$ cat config.mk
export PLATFORM = sky130hd
export DESIGN_NAME = vc_credit_flow_ctrl_flat
export DESIGN_NICKNAME = d
export VERILOG_FILES = /design/src/rtl/vc_credit_flow_ctrl_if.sv /design/src/rtl/vc_credit_flow_ctrl.sv /design/src/flat_wrapper.sv
export SDC_FILE = /design/constraint.sdc
export NUM_CORES = 1
export LEC_CHECK = 0
export BUFFER_PORTS_ARGS = -buffer_cell sky130_fd_sc_hd__clkbuf_2
export CAP_MARGIN = 20
export CORE_ASPECT_RATIO = 2
export CORE_MARGIN = 2
export CORE_UTILIZATION = 49
export DETAILED_ROUTE_END_ITERATION = 8
export PLACE_DENSITY = 0.8
export SETUP_SLACK_MARGIN = 0.5
export SLEW_MARGIN = 20
export SYNTH_ARGS = -nofsm -noshare
export SYNTH_HDL_FRONTEND = slang
export SYNTH_SLANG_ARGS = --single-unit
$ cat constraint.sdc
create_clock -name clk -period 2.85 [get_ports clk]
set_input_delay 0.285 -clock clk [delete_from_list [all_inputs] [get_ports clk]]
set_output_delay 0.285 -clock clk [all_outputs]
set_load 0.005 [all_outputs]
$ cat src/rtl/vc_credit_flow_ctrl_if.sv
// rtl/vc_credit_flow_ctrl_if.sv - flit valid/ready bundle carrying payload and VC tag
interface vc_credit_flow_ctrl_if #(
    parameter int DATA_WIDTH = 32,
    parameter int VC_W       = 1
);
    logic [DATA_WIDTH-1:0] data;
    logic [VC_W-1:0]       vc;
    logic                  valid;
    logic                  ready;

    modport master (output data, output vc, output valid, input ready);
    modport slave  (input data, input vc, input valid, output ready);
endinterface

$ cat src/rtl/vc_credit_flow_ctrl.sv
// rtl/vc_credit_flow_ctrl.sv - per-VC credit flow control with a 1-deep registered output stage
module vc_credit_flow_ctrl #(
    parameter int DATA_WIDTH   = 32,
    parameter int NUM_VC       = 2,
    parameter int MAX_CREDITS  = 8,
    parameter int INIT_CREDITS = MAX_CREDITS,
    parameter int VC_W         = (NUM_VC > 1) ? $clog2(NUM_VC) : 1,
    parameter int CRD_W        = $clog2(MAX_CREDITS + 1)
) (
    input  logic                      clk,
    input  logic                      rst_n,
    vc_credit_flow_ctrl_if.slave      in_i,
    vc_credit_flow_ctrl_if.master     out_o,
    input  logic [NUM_VC-1:0]         credit_ret_i,
    output logic [NUM_VC*CRD_W-1:0]   credit_cnt_o,
    output logic                      credit_err_o
);

    localparam logic [VC_W:0]    NUM_VC_L = (VC_W + 1)'(NUM_VC);
    localparam logic [CRD_W-1:0] MAX_L    = CRD_W'(MAX_CREDITS);
    localparam logic [CRD_W-1:0] INIT_L   = CRD_W'(INIT_CREDITS);
    localparam logic [CRD_W-1:0] ONE_L    = CRD_W'(1);

    logic [CRD_W-1:0]      credit_q [NUM_VC];
    logic [CRD_W-1:0]      credit_d [NUM_VC];
    logic [DATA_WIDTH-1:0] data_q, data_d;
    logic [VC_W-1:0]       vc_q, vc_d;
    logic                  valid_q, valid_d;
    logic                  err_q, err_d;

    logic                  vc_ok;
    logic                  vc_has_credit;
    logic                  in_ready;
    logic                  accept;
    logic [NUM_VC-1:0]     consume;

    // Accept gating: output slot free (or draining now) and the tagged VC owns a credit
    always_comb begin
        vc_ok         = ({1'b0, in_i.vc} < NUM_VC_L);
        vc_has_credit = 1'b0;
        for (int v = 0; v < NUM_VC; v++) begin
            if (in_i.vc == VC_W'(v) && credit_q[v] != '0) begin
                vc_has_credit = 1'b1;
            end
        end
        in_ready   = (!valid_q || out_o.ready) && vc_ok && vc_has_credit;
        in_i.ready = in_ready;
        accept     = in_i.valid && in_ready;
    end

    // Per-VC credit next state; a return at a full counter is dropped and flagged
    always_comb begin
        err_d = 1'b0;
        for (int v = 0; v < NUM_VC; v++) begin
            consume[v]  = accept && (in_i.vc == VC_W'(v));
            credit_d[v] = credit_q[v];
            if (credit_ret_i[v] && !consume[v]) begin
                if (credit_q[v] == MAX_L) begin
                    err_d = 1'b1;
                end else begin
                    credit_d[v] = credit_q[v] + ONE_L;
                end
            end else if (consume[v] && !credit_ret_i[v]) begin
                credit_d[v] = credit_q[v] - ONE_L;
            end
        end
    end

    // Output stage: load on accept, clear on drain, otherwise hold
    always_comb begin
        data_d  = data_q;
        vc_d    = vc_q;
        valid_d = valid_q;
        if (accept) begin
            data_d  = in_i.data;
            vc_d    = in_i.vc;
            valid_d = 1'b1;
        end else if (out_o.ready) begin
            valid_d = 1'b0;
        end
    end

    // State registers; reset discards any in-flight flit and reloads credits
    always_ff @(posedge clk or negedge rst_n) begin
        if (!rst_n) begin
            data_q  <= '0;
            vc_q    <= '0;
            valid_q <= 1'b0;
            err_q   <= 1'b0;
            for (int v = 0; v < NUM_VC; v++) begin
                credit_q[v] <= INIT_L;
            end
        end else begin
            data_q  <= data_d;
            vc_q    <= vc_d;
            valid_q <= valid_d;
            err_q   <= err_d;
            for (int v = 0; v < NUM_VC; v++) begin
                credit_q[v] <= credit_d[v];
            end
        end
    end

    // Drive outputs and flatten counters, VC0 in the LSBs
    always_comb begin
        out_o.data   = data_q;
        out_o.vc     = vc_q;
        out_o.valid  = valid_q;
        credit_err_o = err_q;
        credit_cnt_o = '0;
        for (int v = 0; v < NUM_VC; v++) begin
            credit_cnt_o[v*CRD_W +: CRD_W] = credit_q[v];
        end
    end

endmodule

$ cat src/flat_wrapper.sv
// flat-port wrapper written by rule: the top's interface ports become plain ports
module vc_credit_flow_ctrl_flat 
#(
    parameter int DATA_WIDTH   = 32,
    parameter int NUM_VC       = 2,
    parameter int MAX_CREDITS  = 8,
    parameter int INIT_CREDITS = MAX_CREDITS,
    parameter int VC_W         = (NUM_VC > 1) ? $clog2(NUM_VC) : 1,
    parameter int CRD_W        = $clog2(MAX_CREDITS + 1)
)
  (clk, rst_n, credit_ret_i, credit_cnt_o, credit_err_o, in_i_data, in_i_vc, in_i_valid, in_i_ready, out_o_data, out_o_vc, out_o_valid, out_o_ready);
  vc_credit_flow_ctrl_if #(.DATA_WIDTH(DATA_WIDTH), .VC_W(VC_W)) in_i_i ();
  vc_credit_flow_ctrl_if #(.DATA_WIDTH(DATA_WIDTH), .VC_W(VC_W)) out_o_i ();
  input  logic clk;
  input  logic rst_n;
  input  logic [NUM_VC-1:0] credit_ret_i;
  output logic [NUM_VC*CRD_W-1:0] credit_cnt_o;
  output logic credit_err_o;
  input wire logic [$bits(in_i_i.data)-1:0] in_i_data;
  input wire logic [$bits(in_i_i.vc)-1:0] in_i_vc;
  input wire logic [$bits(in_i_i.valid)-1:0] in_i_valid;
  output wire logic [$bits(in_i_i.ready)-1:0] in_i_ready;
  output wire logic [$bits(out_o_i.data)-1:0] out_o_data;
  output wire logic [$bits(out_o_i.vc)-1:0] out_o_vc;
  output wire logic [$bits(out_o_i.valid)-1:0] out_o_valid;
  input wire logic [$bits(out_o_i.ready)-1:0] out_o_ready;
  assign in_i_i.data = in_i_data;
  assign in_i_i.vc = in_i_vc;
  assign in_i_i.valid = in_i_valid;
  assign in_i_ready = in_i_i.ready;
  assign out_o_data = out_o_i.data;
  assign out_o_vc = out_o_i.vc;
  assign out_o_valid = out_o_i.valid;
  assign out_o_i.ready = out_o_ready;
  vc_credit_flow_ctrl #(.DATA_WIDTH(DATA_WIDTH), .NUM_VC(NUM_VC), .MAX_CREDITS(MAX_CREDITS), .INIT_CREDITS(INIT_CREDITS), .VC_W(VC_W), .CRD_W(CRD_W)) u_core (.clk(clk), .rst_n(rst_n), .in_i(in_i_i), .out_o(out_o_i), .credit_ret_i(credit_ret_i), .credit_cnt_o(credit_cnt_o), .credit_err_o(credit_err_o));
endmodule
After elaboration in Yosys (flattened, before gate mapping)
Index checks and enable logic that the tools add are counted.
{"block": "classes", "addsub": 4, "n_eq_ne": 4, "muxes": 14, "bitwise": 1, "reduce_logical": 23}
{"operator": "$mux W4", "n": 6}
{"operator": "$logic_and A1 B1 Y1", "n": 10}
{"operator": "$add A4 B1 Y4 const B", "n": 2}
{"operator": "$eq A4 B4 Y1 const B", "n": 2}
{"operator": "$mux W1", "n": 8}
{"operator": "$reduce_bool A4 Y1", "n": 2}
{"operator": "$sub A4 B1 Y4 const B", "n": 2}
{"operator": "$reduce_bool A2 Y1", "n": 3}
{"operator": "$logic_not A1 Y1", "n": 5}
{"operator": "$ne A2 B2 Y1 const B", "n": 2}
{"operator": "$reduce_and A2 Y1", "n": 2}
{"operator": "$logic_or A1 B1 Y1", "n": 1}
{"operator": "$not A1 Y1", "n": 1}
{"block": "totals", "regBits": 43, "wordCells": 52}

Logic depth before layout (Yosys ltp)
{"block": "logic_depth", "word_depth": 12, "mapped_depth": 10, "ltp_nobuf": 9}

Least setup slack after synthesis
No wires, ideal clock.
{"block": "synth_timing", "kind": "register -> register", "start": "reg u_core.credit_q (netlist bit u_core.credit_cnt_o[5])", "end": "reg u_core.credit_q (netlist bit u_core.credit_cnt_o[7])", "arrival_ns": 2.113, "path_slack_ns": 0.656, "stages_incl_launch_ff": 9, "path_buffers": 0, "cell_sequence": "dfrtp_1 -> or4_4 -> nand2_1 -> nand2_1 -> ha_1 -> nand3_1 -> o2bb2ai_1 -> o22a_1 -> o211ai_1"}
{"block": "synth_via", "elab_chain_len": 10, "elab_cells_between_ends": 18, "cone_classes": "add/sub: 2; eq/ne: 2; mux: 4; reduce/logical: 10"}
{"element": "start: declaration", "line_no": "vc_credit_flow_ctrl.sv:24", "rtl": "logic [CRD_W-1:0] credit_q [NUM_VC];"}
{"element": "start signal: indexed assignment", "line_no": "vc_credit_flow_ctrl.sv:99", "rtl": "credit_q[v] <= credit_d[v];"}
{"element": "$reduce_bool A4 Y1", "line_no": "vc_credit_flow_ctrl.sv:42", "rtl": "if (in_i.vc == VC_W'(v) && credit_q[v] != '0) begin"}
{"element": "$logic_and A1 B1 Y1", "line_no": "vc_credit_flow_ctrl.sv:42"}
{"element": "$mux W1", "line_no": "vc_credit_flow_ctrl.sv:42"}
{"element": "$logic_and A1 B1 Y1", "line_no": "vc_credit_flow_ctrl.sv:46", "rtl": "in_ready = (!valid_q || out_o.ready) && vc_ok && vc_has_credit;"}
{"element": "$logic_and A1 B1 Y1", "line_no": "vc_credit_flow_ctrl.sv:48", "rtl": "accept = in_i.valid && in_ready;"}
{"element": "$logic_and A1 B1 Y1", "line_no": "vc_credit_flow_ctrl.sv:55", "rtl": "consume[v] = accept && (in_i.vc == VC_W'(v));"}
{"element": "$logic_not A1 Y1", "line_no": "vc_credit_flow_ctrl.sv:57", "rtl": "if (credit_ret_i[v] && !consume[v]) begin"}
{"element": "$logic_and A1 B1 Y1", "line_no": "vc_credit_flow_ctrl.sv:57"}
{"element": "$ne A2 B2 Y1 (no source line) or $reduce_bool A2 Y1 (tied branches)"}
{"element": "$reduce_and A2 Y1 (no source line)"}
Parallel ways exist; a longest one is shown, timed or not. The select of a mux whose other input is x is not followed.
A chain may end at the register's enable or synchronous reset.

Final worst setup path
Ends and elaborated chain as after synthesis.

==> results.py <==
metrics = {
    "critical_path": {
        "worstSetupPathType": "register to register",
        "r2r-start": "u_core.credit_cnt_o[5]",
        "crit_slowest_cell": "or4_4",
        "r2r_setup_slack_ns": 0.58,
        "critical_path.cell_chain": "or4_4, nand2_1, nand2_2, ha_4, nand3_1, o2bb2ai_1, o22a_1, o211ai_1",
        "startpoint_type": "register",
        "startpoint": "u_core.credit_cnt_o[5]",
        "critical_path.max_stage_delay_ns": 0.60,
        "crit_fanout": 5,
        "critPathRequiredTime_ns": 3.08,
        "end_kind": "register",
        "cp.arrival_ns": 2.50,
    },
    "global_routing": {
        "track_usage_pct": 21.22,
        "grt_pass1_wl_mm": 8.211,
        "grt_pass1_vias": 1645,
        "antenna_found_initial": 0,
        "gr-total-overflow": 0,
        "grt_max_degree": 44,
    },
    "synth": {
        "synth_seq_cells": 43,
        "ys.warnings.count": 0,
        "syn_inst": 159,
        "seq_area_frac_synth_pct": 48.48,
        "synth_edf_count": 0,
        "yosys.cell_types.count": 44,
        "avgSynthCellArea_um2": 13.99,
        "async_flop_share_pct": 100.0,
        "synth_fp_nets": 204,
        "syn_area_um2": 2225,
        "synth-main-ff-cell": "dfrtp_1",
    },
    "routing": {
        "finalWirelength_mm": 5.041,
        "wl_met3_um": 291,
        "drtIter0Drc": 20,
        "wl_met1_mm": 1.889,
        "final_antenna_net_count": 0,
        "vias_per_cell": 5.342,
        "drc": 0,
        "routedWlPerCell_um": 16.42,
        "via_count": 1640,
        "met2_length_mm": 2.712,
        "dr.pass1.iters": 4,
        "topRoutingLayerUsed": "met4",
    },
    "sta": {
        "max_freq_ghz": 0.4399,
        "tightest_slew_ns": 0.9525,
        "hold_viol_final": 0,
        "rsz0062_at_grt": "true",
        "tns_ns": 0,
        "finClkSkew_ns": 0.01268,
        "fin_crit_sh_pct": 79.76,
        "drv_slew": 0,
        "max-slew-margin-rel_pct": 36.50,
        "setup_viol": 0,
        "period_minus_slack_ns": 2.273,
    },
    "floorplanning": {
        "die_h_um": 99.29,
        "die_x_um": 51.65,
        "initial_utilization_pct": 51.27,
        "pin_count": 83,
        "rows": 34,
        "die-area_um2": 5128,
        "coreArea_um2": 4339,
    },
    "clock_network": {
        "clk_pin_slew_worst_paths_ns": 0.09,
        "hold_buffers": 0,
        "cts_tree": "built",
        "cts_max_level": 2,
        "cts-root-buf": "clkbuf_8",
        "cts_buffer_depth": 2,
        "cts_buffers": 5,
        "clock_sink_count": 43,
        "clk_latency_ns": 0.30,
    },
    "place": {
        "placedCellCount": 294,
        "dp_hpwl_mm": 3.840,
        "gp_congestion": 0.7590,
        "port_buffers": 82,
    },
    "finish": {
        "nFillCells": 368,
        "multi_input_area_um2": 1092,
        "drive_above_1_share_pct": 58.89,
        "antenna_cells": 0,
        "fin_cells": 307,
        "final_nets": 297,
        "seqCellArea_um2": 1081,
        "syn_to_final_growth_pct": 27.05,
    },
    "power_and_ir_drop": {
        "peakVddDrop_v": 0.0005472,
        "power_density_nw_per_um2": 970.9,
        "leakage_nw": 1.394,
    },
    "flow_run": {
        "drv_cap": 0,
    },
    "hold_path": {
        "hold_class": "input port to asynchronous set/reset pin",
    },
    "run_status": {
        "status": "finished clean",
    },
}
Yosys cell counts, types with 2 or more instances:
library cell / number / area share [%]
nand2b_1: 3 / 0.84
a21oi_1: 3 / 0.67
mux2i_1: 3 / 1.3
mux2_2: 3 / 1.5
nor3_1: 2 / 0.45
a22o_1: 2 / 0.79
nor4_1: 3 / 0.84
nand2_1: 5 / 0.84
xnor2_1: 2 / 0.79
xor2_1: 3 / 1.2
or4_4: 2 / 1.0
ha_1: 4 / 2.2
dfrtp_1: 41 / 46
dfstp_2: 2 / 2.4
inv_1: 2 / 0.34
clkbuf_1: 3 / 0.51
buf_12: 3 / 2.7
or3_1: 2 / 0.56
a31oi_1: 2 / 0.56
fa_1: 2 / 1.8
nand3_1: 6 / 1.3
o221ai_1: 3 / 1.2
mux2_4: 30 / 20
nor2_1: 6 / 1.0
o21ai_0: 3 / 0.67
metal layers:
| layer | track usage (%) | up-vias |
|---|---|---|
| li1 | - | 778 |
| met1 | 26.14 | 780 |
| met2 | 35.31 | 69 |
| met3 | 3.754 | 13 |
| met4 | 9.717 | 0 |
| met5 | 0 | - |
state kept, by name (all words and copies together), names as in the netlist:
signal / flops
u_core.credit_err_o: 1
u_core.credit_cnt_o: 8
u_core.out_o.valid: 1
u_core.out_o.data: 32
u_core.out_o.vc: 1
per-stage QoR:
step           power [mW]  hold slack, ns  utilization (%)  area [µm²]  setup WS [ns]
6_report            2.744          0.1224            65.14        2826         0.5769
5_1_grt             2.948          0.2056            65.14        2826         0.4584
4_1_cts             2.729          0.1909            64.22        2786         0.5087
3_5_place_dp        2.289          0.4963            61.51        2669         0.3545
3_3_place_gp        2.249          0.4924            61.51        2669         0.4207
2_1_floorplan       1.834        -0.01059                -        2225         0.6559
cells by family after synthesis:
group	after synthesis	synth area share, %
multiplexers	37	24.13
AO/OA/AOI/OAI	26	8.887
XOR/XNOR	5	1.969
AND/OR/NAND/NOR	34	8.943
adder cells (fa/ha/maj)	6	4.050
buffers and inverters	8	3.544
flip-flops	43	48.48
power breakdown:
| group | total, mW | switching (mW) | internal [mW] |
|---|---|---|---|
| clock | 0.405 | 0.230 | 0.175 |
| sequential | 1.05 | 0.177 | 0.869 |
| combinational | 1.29 | 0.554 | 0.738 |
timing repair:
item,CTS,global route
setup buffers,1,4
resized for setup,3,4
endpoints found under the setup margin,19,4
pin swaps,1,0
hold endpoints to repair,0,0
cell usage in the layout (no fill, tap or decap), types with 2 or more instances in the layout:
cell type and count:
nor2_1 6, fa_1 2, xnor2_1 2, a22o_1 2, o21ai_0 2, nand3_1 6, mux2i_1 3, a31oi_1 2
nor3_1 2, xor2_1 3, mux2_2 3, inv_1 2, dfrtp_2 2, a21oi_1 2, clkinvlp_4 2, nand2_1 4
clkbuf_2 81, ha_1 3, mux2_4 30, nand2b_1 3, buf_4 10, clkbuf_8 5, or3_1 2, or4_4 2
o221ai_1 3, nor4_1 2, dfrtp_1 39, dfstp_2 2
critical path: cells and delay by family, from the launching register on:
kind,cells,cell delay (ns)
and+or+nand+nor,4,0.92
AOI/OAI and AO/OA,3,0.53
DFF,1,0.45
adders and majority gates,1,0.30
cell type report:
cell class / instances / share of cell area, %
multi-input combinational: 108 / 38.65
clock inverter: 3 / 0.8411
timing repair buffer: 92 / 17.18
clock buffer: 5 / 2.435
sequential: 43 / 38.25
tap: 54 / 2.390
inverter: 2 / 0.2656
worst paths after layout:
kind                                     endpoint  cells past startpoint
min in group clk             u_core.out_o.data[9]                      2
setup / recovery           u_core.credit_cnt_o[7]                      8
setup reg to reg           u_core.credit_cnt_o[7]                      8
hold / removal             u_core.credit_cnt_o[6]                      1
hold reg to reg              u_core.out_o.data[2]                      1
max in group asynchronous  u_core.credit_cnt_o[5]                      1
(Power assumes the default switching activity.)
